$ cat src/rtl/cpu_control_unit.sv
// cpu_control_unit: multicycle control FSM for a data-memory/register-file datapath.
// Fetches 16-bit instructions, decodes them and sequences the datapath strobes.
//   clk, rst_n       : clock, synchronous active-low reset
//   I_data           : instruction-memory read data (valid the cycle after I_rd)
//   I_addr, I_rd     : instruction-memory address (PC) and read enable
//   D_addr           : data-memory address (IR[7:0])
//   Dmem_write       : data-memory write enable (stores register port A)
//   Reg_write        : register-file write enable
//   Reg_w_addr       : register-file write address (rd)
//   Reg_Ra_addr      : register-file read address A (rd)
//   Reg_Rb_addr      : register-file read address B (rs)
//   RF_sel           : write-back select, 0 = ALU, 1 = data-memory q
//   ALU_op           : 00 pass A, 01 add, 10 sub
//   halted           : high while stopped on a HALT instruction
module cpu_control_unit #(
  parameter int unsigned PC_W    = 8,
  parameter int unsigned DADDR_W = 8,
  parameter int unsigned RADDR_W = 5
) (
  input  logic               clk,
  input  logic               rst_n,
  input  logic [15:0]        I_data,
  output logic [PC_W-1:0]    I_addr,
  output logic               I_rd,
  output logic [DADDR_W-1:0] D_addr,
  output logic               Dmem_write,
  output logic               Reg_write,
  output logic [RADDR_W-1:0] Reg_w_addr,
  output logic [RADDR_W-1:0] Reg_Ra_addr,
  output logic [RADDR_W-1:0] Reg_Rb_addr,
  output logic               RF_sel,
  output logic [1:0]         ALU_op,
  output logic               halted
);

  localparam logic [3:0] StFetch  = 4'd0;
  localparam logic [3:0] StFetchW = 4'd1;
  localparam logic [3:0] StDecode = 4'd2;
  localparam logic [3:0] StNoop   = 4'd3;
  localparam logic [3:0] StStore  = 4'd4;
  localparam logic [3:0] StLoadA  = 4'd5;
  localparam logic [3:0] StLoadB  = 4'd6;
  localparam logic [3:0] StAdd    = 4'd7;
  localparam logic [3:0] StSub    = 4'd8;
  localparam logic [3:0] StHalt   = 4'd9;

  localparam logic [2:0] OpStore = 3'b001;
  localparam logic [2:0] OpLoad  = 3'b010;
  localparam logic [2:0] OpAdd   = 3'b011;
  localparam logic [2:0] OpSub   = 3'b100;
  localparam logic [2:0] OpHalt  = 3'b111;

  logic [3:0]      r_state;
  logic [3:0]      w_state_next;
  logic [PC_W-1:0] r_pc;
  logic [15:0]     r_ir;
  logic [2:0]      w_op;

  assign w_op = r_ir[15:13];

  always_ff @(posedge clk) begin
    if (!rst_n) begin
      r_state <= StFetch;
      r_pc    <= '0;
      r_ir    <= '0;
    end else begin
      r_state <= w_state_next;
      if (r_state == StFetchW) begin
        r_ir <= I_data;
        r_pc <= r_pc + {{(PC_W-1){1'b0}}, 1'b1};
      end
    end
  end

  always_comb begin
    w_state_next = StFetch;
    case (r_state)
      StFetch:  w_state_next = StFetchW;
      StFetchW: w_state_next = StDecode;
      StDecode: begin
        case (w_op)
          OpStore: w_state_next = StStore;
          OpLoad:  w_state_next = StLoadA;
          OpAdd:   w_state_next = StAdd;
          OpSub:   w_state_next = StSub;
          OpHalt:  w_state_next = StHalt;
          default: w_state_next = StNoop;  // 000, 101, 110
        endcase
      end
      StLoadA:  w_state_next = StLoadB;
      StHalt:   w_state_next = StHalt;
      // NOOP, STORE, LOAD_B, ADD, SUB and unused encodings return to FETCH
      default:  w_state_next = StFetch;
    endcase
  end

  // Addresses always follow the IR fields; only strobes and selects depend on state.
  always_comb begin
    I_addr      = r_pc;
    I_rd        = 1'b0;
    D_addr      = r_ir[DADDR_W-1:0];
    Dmem_write  = 1'b0;
    Reg_write   = 1'b0;
    Reg_w_addr  = r_ir[8 +: RADDR_W];
    Reg_Ra_addr = r_ir[8 +: RADDR_W];
    Reg_Rb_addr = r_ir[3 +: RADDR_W];
    RF_sel      = 1'b0;
    ALU_op      = 2'b00;
    halted      = 1'b0;
    case (r_state)
      StFetch: I_rd = 1'b1;
      StStore: Dmem_write = 1'b1;
      StLoadB: begin
        RF_sel    = 1'b1;
        Reg_write = 1'b1;
      end
      StAdd: begin
        ALU_op    = 2'b01;
        Reg_write = 1'b1;
      end
      StSub: begin
        ALU_op    = 2'b10;
        Reg_write = 1'b1;
      end
      StHalt:  halted = 1'b1;
      default: ;
    endcase
  end

endmodule

$ cat config.mk
export PLATFORM = sky130hd
export DESIGN_NAME = cpu_control_unit
export DESIGN_NICKNAME = d
export VERILOG_FILES = /design/src/rtl/cpu_control_unit.sv
export SDC_FILE = /design/constraint.sdc
export NUM_CORES = 1
export LEC_CHECK = 0
export ABC_CLOCK_PERIOD_IN_PS = 1750
export CORE_ASPECT_RATIO = 0.9
export CORE_MARGIN = 2
export CORE_UTILIZATION = 38
export DETAILED_ROUTE_END_ITERATION = 10
export MAX_ROUTING_LAYER = met4
export PLACE_DENSITY_LB_ADDON = 0.25
export REMOVE_ABC_BUFFERS = 1
export SLEW_MARGIN = 15
export SYNTH_ARGS = -nofsm -noshare
export SYNTH_HDL_FRONTEND = slang
export SYNTH_SLANG_ARGS = --single-unit
$ cat constraint.sdc
create_clock -name clk -period 1.75 [get_ports clk]
set_input_delay 0.35 -clock clk [delete_from_list [all_inputs] [get_ports clk]]
set_output_delay 0.35 -clock clk [all_outputs]
set_load 0.005 [all_outputs]
Word level (Yosys, flattened, before mapping)
Index checks and enable logic that the tools add are counted. W data, S select, Z words.

Add/sub/neg operators: 1. Equality and inequality tests: 13. Mux-type cells: 8. Reduce and logical (&&, ||, !) cells: 2.

Operators with widths (number): $pmux W4 S5 (2); $eq A4 B3 Y1 const B (4); $add A8 B1 Y8 const B (1); $eq A4 B4 Y1 const B (2); $eq A3 B2 Y1 const B (2); $eq A3 B3 Y1 const B (2); $mux W1 (5); $eq A4 B1 Y1 const B (1); $eq A4 B2 Y1 const B (1); $logic_not A4 Y1 (1); $pmux W2 S2 (1); $eq A3 B1 Y1 const B (1); $reduce_or A3 Y1 (1).

Register bits: 28. Input bits: 18. Output and inout port bits: 38. Logic and storage cells: 27.

Logic depth before layout (Yosys ltp)
Gate-level depths: netlist of the first run.

Depth in word-level cells: 3. Depth in mapped cells: 6. Gate-level depth less buffers: 4.

Least setup slack after synthesis of the first run
Ideal clock, no wire load.

Path kind: flip-flop to flip-flop. Start point: register r_state[0]. End point: register r_pc[5], in the netlist I_addr[5]. Library setup time: 0.070 ns. Arrival time: 1.560 ns. Data required time: 1.680 ns. Slack: 0.120 ns. Cell stages (with the launch flop): 6. Path buffers: 2. Period minus slack after synthesis: 1.630 ns. Path through: dfxtp_1 > buf_4 > or4b_1 > clkbuf_1 > or4_1 > a21oi_1.

Cells in the longest elaborated chain, start to end: 1.

Ends and longest elaborated chain: start: declaration (RTL line 53) `logic [3:0] r_state;`; start signal: assignment (RTL line 63) `r_state <= StFetch;`; start signal: assignment (RTL line 67) `r_state <= w_state_next;`; $eq A4 B1 Y1 (RTL line 68) `if (r_state == StFetchW) begin`; end signal: assignment (RTL line 70) `r_pc <= r_pc + {{(PC_W-1){1'b0}}, 1'b1};`; end: declaration (RTL line 55) `logic [PC_W-1:0] r_pc;`.

No other way between the ends. A chain may end at the register's enable or synchronous reset.

Final worst setup path of the first run
Start point: register r_state[0]. End point: output Reg_write.

Cells in the longest elaborated chain, start to end: 3. Elaborated cells between the ends (all ways): 5. Classes of those cells: 3 x eq/ne; 1 x mux; 1 x reduce/logical.

Ends and longest elaborated chain: $eq A4 B4 Y1 / $eq A4 B3 Y1 (equally long branches) (RTL line 110) `case (r_state)`; $reduce_or A3 Y1 (no source line) (*); $mux W1 (*) (RTL line 110); end: declaration (RTL line 27) `output logic Reg_write,`.

Every way passes the cells marked *; elsewhere a longest branch is shown, timed or not.

==> results of run 1 <==
[worst min-delay path: stages, from the launching register on]
cell     delay (ps)
dfxtp_1         320
nand2_1          50
a21oi_1          50
[metrics by stage]
stage                util  hold WS [ps]  cells  power, uW
finish              0.592           469    258       1610
global route        0.592           493    258       1700
detailed placement  0.548           453    252       1100
global placement    0.548           443    252       1090
CTS                 0.581           470    258       1620
floorplan               -           453    141        867
[cells by family (layout without fill, tap and decap cells)]
kind of cell,count (synthesis),count (layout),share of synthesized area
AND/OR/NAND/NOR,70,70,0.248
buffers and inverters,40,79,0.174
AO/OA/AOI/OAI,29,29,0.117
flip-flops,28,28,0.405
XOR/XNOR,4,4,0.0253
multiplexers,3,3,0.0217
adder cells (fa/ha/maj),1,1,0.00905
[final cells by class]
| class | count | share of cell area |
|---|---|---|
| Multi-Input combinational cell | 107 | 0.319 |
| Timing Repair Buffer | 69 | 0.327 |
| Sequential cell | 28 | 0.281 |
| Clock buffer | 3 | 0.0203 |
| Clock inverter | 1 | 0.0148 |
| Tap cell | 44 | 0.0271 |
| Inverter | 6 | 0.0111 |
[per-layer routing]
layer  GRT usage  share of wire  vias to the layer above
met5           -              0                        -
met2       0.303           0.48                       50
met3      0.0567          0.078                        7
li1            -              -                      633
met4      0.0729          0.016                        0
met1       0.197           0.43                      567
[what timing repair did]
| action | CTS | global route |
|---|---|---|
| gates resized for setup | 16 | 7 |
| buffers inserted | 2 | 0 |
| endpoints found under the hold margin | 0 | 0 |
| setup endpoints to repair | 7 | 8 |
| hold buffers | 0 | 0 |
[cell usage after synthesis]
library cell,number,area [sq um]
nand2_1,41,154
dfxtp_1,28,561
buf_4,24,180
a21oi_1,23,115
clkbuf_1,10,37.5
inv_1,6,22.5
nand2b_1,6,37.5
mux2i_1,3,30.0
nor2_1,3,11.3
or4_1,3,22.5
xnor2_1,3,26.3
nand3_1,2,10.0
nand4_1,2,12.5
nor2b_1,2,12.5
nor3_1,2,10.0
nor4_1,2,12.5
nor4b_1,2,17.5
o31ai_1,2,15.0
a21o_1,1,7.51
a311o_1,1,10.0
and3_1,1,6.26
and3b_1,1,8.76
ha_1,1,12.5
nand4bb_1,1,11.3
o21ai_0,1,5.00
o32ai_1,1,8.76
or3_1,1,6.26
or4b_1,1,10.0
xor2_1,1,8.76
[flip-flops by register name, indices dropped and copies added, names as in the netlist]
register / flops
I_addr: 8
r_ir: 16
r_state: 4
[power breakdown]
group	switching, uW	internal, uW	leakage [uW]
Clock	201	306	0.0000357
Sequential	44.1	681	0.000231
Combinational	157	224	0.000531
Total	403	1210	0.000797
[worst paths after layout]
kind,from,end,slack [ps],cells after the start
worst min-delay path,r_ir[2]$_SDFFE_PN0P_,r_ir[2]$_SDFFE_PN0P_,470,2
worst max register to register,r_state[3]$_SDFF_PN0_,I_addr[5]$_SDFFE_PN0P_,-120,4
worst min register to register,r_ir[2]$_SDFFE_PN0P_,r_ir[2]$_SDFFE_PN0P_,470,2
worst max-delay path,r_state[0]$_SDFF_PN0_,Reg_write,-120,3
==> flow_summary.toml, run 1 <==
[cts]
htree_levels = 1
root_buffer = "clkbuf_8"
cts_buffers = 3
clk_pin_slew_ps = 90
cts.sinks = 28
cts.path.max_buffers = 2
cts_tree = "done"
clk_latency_ps = 270

[place]
place_area_sq_mm = 0.00188
hpwlAfterDp_mm = 2.42
place_ws_ps = -27.0
routabilityCongestion = 0.825
portBuffers = 55

[cells_and_area]
multi_input_area_sq_um = 647
drive_above_1_share = 0.140
finish.instance_area_sq_mm = 0.00203
area.growth.synth_to_final_pct = 46.9
register_area_sq_um = 571
antenna_cells = 0
layout_commonest_cell = "clkdlybuf4s50_1"
nets = 234
layout_common_cells = "49 x clkdlybuf4s50_1, 41 x nand2_1, 24 x dfxtp_1"
n_fill_cell = 280

[floorplanning]
io-pin-count = 56
die_w_microns = 67.6
core.rowCount = 20
core-area_sq_mm = 0.00343
design.die.area_sq_mm = 0.00414
die_y_microns = 61.2
initial_utilization = 0.403

[worst_setup_path]
crit_chain = "nor4b_4, a21o_1, clkdlybuf4s50_1"
worstPathArrival_ps = 1520
crit_path_top_delay_cell = "clkdlybuf4s50_1"
crit_type = "reg -> out"
cp_top_family = "buffers and inverters"
worstSetupEndpointType = "output pin"
path_buf_inv = 1
cp.required_ps = 1400
slowest_delay_ps = 490
crit_path_start_kind = "flop"
crit_fanout = 5

[route]
drt_iter0_drc = 60
wl_mm = 3.41
ant_nets = 0
drtPass1Iterations = 4
via_count = 1257
via_per_inst = 4.87
drcViolationCount = 0
post_drt_wl_per_cell_microns = 13.2

[min_path]
min_path_type = "reg -> reg"

[synthesis]
post_synth_num_cell_types = 29
syn_area_sq_mm = 0.00138
ys_ff_latch = 28
syn_avg_cell_area_sq_um = 7.90
yosysSeqAreaShare = 0.405
ys.warnings.count = 0
postSynthCellCount = 175

[sta]
fmax_ghz = 0.534
fin_ws_ps = -123
finalHoldViolCount = 0
skew_ps = 1.77
grt_setup_unrepaired = "true"
fin_crit_ps = 1870
slew_violations = 0
period_share = 1.07
setup_tns_ps = -358
worst_slew_pin_slew_ps = 327
slew_headroom = 0.781
setup_violations = 4

[outcome]
violations = "setup timing"
status = "complete, but fails checks"

[global_routing]
grt_pass1_wl_mm = 5.33
grt_pass1_vias = 1192
grt_overflow_total = 0
grt_max_degree = 22
grt_usage = 0.179
grt_antenna_before_repair = 0

[pwr]
max-vdd-ir-drop_v = 0.000569
power_density_mw_per_mm2 = 795
cellLeakagePower_uw = 0.000797

[flow_run]
timing.max_cap.violations = 0
No activity file was read; power rests on OpenSTA's default activity.
==> run 2, diff against run 1 <==
Settings changed: PLACE_DENSITY set to 0.75, PLACE_DENSITY_LB_ADDON 0.25 to not set, SKIP_LAST_GASP set to 1, TNS_END_PERCENT set to 50.
==> flow_summary.toml, run 2 (synthesis gave the netlist of run 1 again) <==
[worst_setup_path]
crit_type = "reg -> out"
cp.required_ps = 1400
worstSetupEndpointType = "output pin"
slowest_delay_ps = 500
worstPathArrival_ps = 1540
crit_path_top_delay_cell = "clkdlybuf4s50_1"
crit_chain = "buf_6, nor2b_4, and3b_1, clkdlybuf4s50_1"
crit_fanout = 8
cp_top_family = "buffers and inverters"
crit_path_start_kind = "flop"
path_buf_inv = 2

[sta]
slew_headroom = 0.577
finalHoldViolCount = 0
period_share = 1.08
slew_violations = 0
worst_slew_pin_slew_ps = 633
fin_crit_ps = 1890
fmax_ghz = 0.528
grt_setup_unrepaired = "true"
skew_ps = 3.76
fin_ws_ps = -143
setup_violations = 1
hold_ws_ps = 463

[place]
portBuffers = 55
hpwlAfterDp_mm = 2.11
routabilityCongestion = 0.804
place_ws_ps = 31.7
placed_cells = 251
place_area_sq_mm = 0.00187

[route]
drt_iter0_drc = 48
drtPass1Iterations = 4
via_count = 1231
wl_mm = 2.97
ant_nets = 0
drcViolationCount = 0
via_per_inst = 4.83
post_drt_wl_per_cell_microns = 11.7

[global_routing]
grt_overflow_total = 0
grt_pass1_vias = 1112
grt_antenna_before_repair = 0
grt_usage = 0.158
grt_max_degree = 22
grt_pass1_wl_mm = 4.86

[pwr]
cellLeakagePower_uw = 0.000803
max-vdd-ir-drop_v = 0.000471
power_density_mw_per_mm2 = 801

[cts]
clk_latency_ps = 270
cts.sinks = 28
cts_tree = "done"
cts.path.max_buffers = 2
post-cts-setup-buffers = 0
clk_pin_slew_ps = 90
htree_levels = 1
cts_buffers = 3
root_buffer = "clkbuf_8"

[cells_and_area]
largest_reg_flops = 16
antenna_cells = 0
finish.instance_area_sq_mm = 0.00199
layout_commonest_cell = "clkdlybuf4s50_1"
drive_above_1_share = 0.109
layout_common_cells = "49 x clkdlybuf4s50_1, 41 x nand2_1, 24 x dfxtp_1"
nets = 231
stdcell_count = 255
largest-register = "r_ir"
area.growth.synth_to_final_pct = 44.1

[floorplanning]
die_y_microns = 61.2
core.rowCount = 20
initial_utilization = 0.403
core-area_sq_mm = 0.00343
die_w_microns = 67.6
design.die.area_sq_mm = 0.00414
io-pin-count = 56

[flow_run]
timing.max_cap.violations = 0

[outcome]
violations = "setup timing"
status = "complete, but fails checks"

[min_path]
min_path_type = "reg -> reg"
## run 2: cell count changes in the layout (fill, tap and decap cells not counted), sizes merged
cell          delta
dlygate4sd2      -3
buf              -3
dlymetal6s2s     +3
## run 2: worst paths after layout
path                                             from  slack (ps)  depth (start not counted)                endpoint
worst max register to register  r_state[1]$_SDFF_PN0_          20                          3  I_addr[5]$_SDFFE_PN0P_
worst min-delay path             r_ir[0]$_SDFFE_PN0P_         460                          2    r_ir[0]$_SDFFE_PN0P_
worst min register to register   r_ir[0]$_SDFFE_PN0P_         460                          2    r_ir[0]$_SDFFE_PN0P_
worst max-delay path            r_state[1]$_SDFF_PN0_        -140                          4                  halted
## run 2: final cells by class
class	instances	area, sq um
clock buffer	3	41.3
clock inverter	1	30.0
fill	324	1440
inverter	6	22.5
multi-input combinational	107	613
sequential	28	573
tap	44	55.1
timing repair buffer	66	657
## run 2: worst register-to-register path: cells and delay by family, from the launching register on
kind / cells / cell delay, ps
and+or+nand+nor: 2 / 1140
DFF: 1 / 370
AOI/OAI and AO/OA: 1 / 140
## run 2: per-stage QoR
step	setup TNS [ps]	total power, uW	util
floorplan	-14400	867	-
global placement	0	1090	0.546
detailed placement	0	1100	0.546
CTS	-829	1610	0.568
global route	-295	1680	0.581
finish	-143	1590	0.581
## run 2: power breakdown
part / leakage [uW] / switching (uW) / internal [uW] / total (uW)
Combinational: 0.000536 / 146 / 218 / 364
Clock: 0.0000357 / 199 / 306 / 505
Sequential: 0.000231 / 43.7 / 681 / 725
## run 2: metal layers
layer  up-vias  GRT usage  share of wire
li1        632          -              -
met1       553      0.197           0.46
met2        43      0.256           0.46
met3         3     0.0475          0.076
met4         0     0.0292         0.0047
met5         -          -              0
## run 2: repair_timing
item / CTS / global route
endpoints found under the hold margin: 0 / 0
hold buffers: 0 / 0
pin swaps: 1 / 1
endpoints found under the setup margin: 7 / 10
resized for setup: 4 / 15
==> run 3, diff against run 2 <==
Settings changed: ABC_CLOCK_PERIOD_IN_PS 1750 to 1700.
Clock period 1.75 ns to 1.7 ns, I/O delays scaled along.
==> flow_summary.toml, run 3 (synthesis gave the netlist of run 1 again) <==
[worst_setup_path]
crit_start = "r_state[1]$_SDFF_PN0_"
r2r_end = "I_addr[5]$_SDFFE_PN0P_"
crit_path_start_kind = "flop"
worstSetupEndpointType = "output pin"
rrSetupSlack_ps = -80
r2r_start = "r_state[1]$_SDFF_PN0_"
worstPathArrival_ps = 1520
r2r_cells = 3
cp.required_ps = 1360
crit_type = "reg -> out"
crit_fanout = 4
critical_path.endpoint = "Reg_write"

[global_routing]
grt_max_degree = 22
grt_overflow_total = 0
grt_pass1_vias = 1062
grt_antenna_before_repair = 0
grt_usage = 0.153
grt_pass1_wl_mm = 4.70

[route]
ant_nets = 0
drtPass1Iterations = 4
via_per_inst = 4.74
wl_mm = 2.97
drt_iter0_drc = 65
via_count = 1214
drcViolationCount = 0
post_drt_wl_per_cell_microns = 11.6

[cts]
cts_buffers = 3
cts.path.max_buffers = 2
holdBufCountCts = 0
cts.sinks = 28
post-cts-setup-buffers = 0
clk_pin_slew_ps = 90
cts_tree = "done"
clk_latency_ps = 270
htree_levels = 1
root_buffer = "clkbuf_8"

[cells_and_area]
nets = 232
antenna_cells = 0
layout_commonest_cell = "clkdlybuf4s50_1"
layout_common_cells = "49 x clkdlybuf4s50_1, 41 x nand2_1, 24 x dfxtp_1"
largest-register = "r_ir"
area.growth.synth_to_final_pct = 43.8
finish.instance_area_sq_mm = 0.00199
drive_above_1_share = 0.118
largest_reg_flops = 16

[place]
place_area_sq_mm = 0.00188
portBuffers = 55
hpwlAfterDp_mm = 2.09
routabilityCongestion = 0.813

[sta]
fmax_ghz = 0.539
slew_violations = 0
fin_crit_ps = 1860
slew_headroom = 0.578
skew_ps = 7.34
finalHoldViolCount = 0
period_share = 1.09
hold_ws_ps = 455
setup_violations = 4
fin_ws_ps = -155
worst_slew_pin_slew_ps = 633
setup_tns_ps = -349
grt_setup_unrepaired = "true"

[outcome]
violations = "setup timing"
status = "complete, but fails checks"

[floorplanning]
die_w_microns = 67.6
io-pin-count = 56
die_y_microns = 61.2
design.die.area_sq_mm = 0.00414
core.rowCount = 20
core-area_sq_mm = 0.00343
initial_utilization = 0.403

[pwr]
cellLeakagePower_uw = 0.000796
combPwrFrac = 0.246
max-vdd-ir-drop_v = 0.000574
pwr-share-seq = 0.487
swShare = 0.260
power_density_mw_per_mm2 = 770
clkPwrFrac = 0.267
p_int_uw = 1130
switching_power_uw = 398

[min_path]
min_path_type = "reg -> reg"

[flow_run]
timing.max_cap.violations = 0
==> run 3: changes by cell type in the layout (fill, tap and decap cells not counted), sizes merged <==
cell	before	now
dlygate4sd2	2	3
clkbuf	3	4
buf	11	12
dlymetal6s2s	4	3
bufinv	1	0
==> run 3: layout make-up <==
class                   count  area, sq um
multi-input cells         107          628
repair buffers             67          657
fillers                   328         1440
inverters                   6         22.5
flip-flops and latches     28          571
clock buffers               4         55.1
well taps                  44         55.1
==> run 3: how the worst min path moves through the flow <==
stage | endpoint | startpoint | slack, ps | depth (start not counted)
after global routing | r_ir[1]$_SDFFE_PN0P_ | r_ir[1]$_SDFFE_PN0P_ | 490 | 2
after detailed placement | r_ir[2]$_SDFFE_PN0P_ | r_ir[2]$_SDFFE_PN0P_ | 450 | 2
after floorplan | r_ir[0]$_SDFFE_PN0P_ | r_ir[0]$_SDFFE_PN0P_ | 450 | 2
after global placement | r_ir[2]$_SDFFE_PN0P_ | r_ir[2]$_SDFFE_PN0P_ | 440 | 2
final | r_ir[2]$_SDFFE_PN0P_ | r_ir[2]$_SDFFE_PN0P_ | 460 | 2
after CTS | r_ir[2]$_SDFFE_PN0P_ | r_ir[2]$_SDFFE_PN0P_ | 460 | 2
==> run 3: metrics by stage <==
step | power [uW] | setup WS [ps] | util | instances
2_1_floorplan | 893 | -932 | - | 141
3_3_place_gp | 1130 | -4.58 | 0.548 | 252
3_5_place_dp | 1130 | -9.11 | 0.548 | 252
4_1_cts | 1540 | -233 | 0.566 | 256
5_1_grt | 1610 | -243 | 0.580 | 256
6_report | 1530 | -155 | 0.580 | 256
==> run 3: power by group through the flow <==
| stage | clock network, uW | registers [uW] | logic (uW) |
|---|---|---|---|
| after global routing | 445 | 755 | 413 |
| after global placement | 0 | 755 | 375 |
| after floorplan | 0 | 764 | 129 |
| final | 409 | 746 | 376 |
| after CTS | 421 | 745 | 377 |
| after detailed placement | 0 | 758 | 376 |
==> run 3: worst max-delay path: stages (launching register included) <==
cell             delay, ps
dfxtp_4                370
nor4b_4                270
a21o_1                 110
clkdlybuf4s50_1        490
==> run 3: metal layers <==
layer	track usage	wire [microns]
met1	0.186	1370
met2	0.255	1370
met3	0.0494	229
met4	0.0204	7
met5	-	0
==> run 3: repair_timing <==
item | 4_1_cts | 5_1_grt
endpoints found under the setup margin | 10 | 11
resized for setup | 7 | 12
pin swaps | 0 | 1
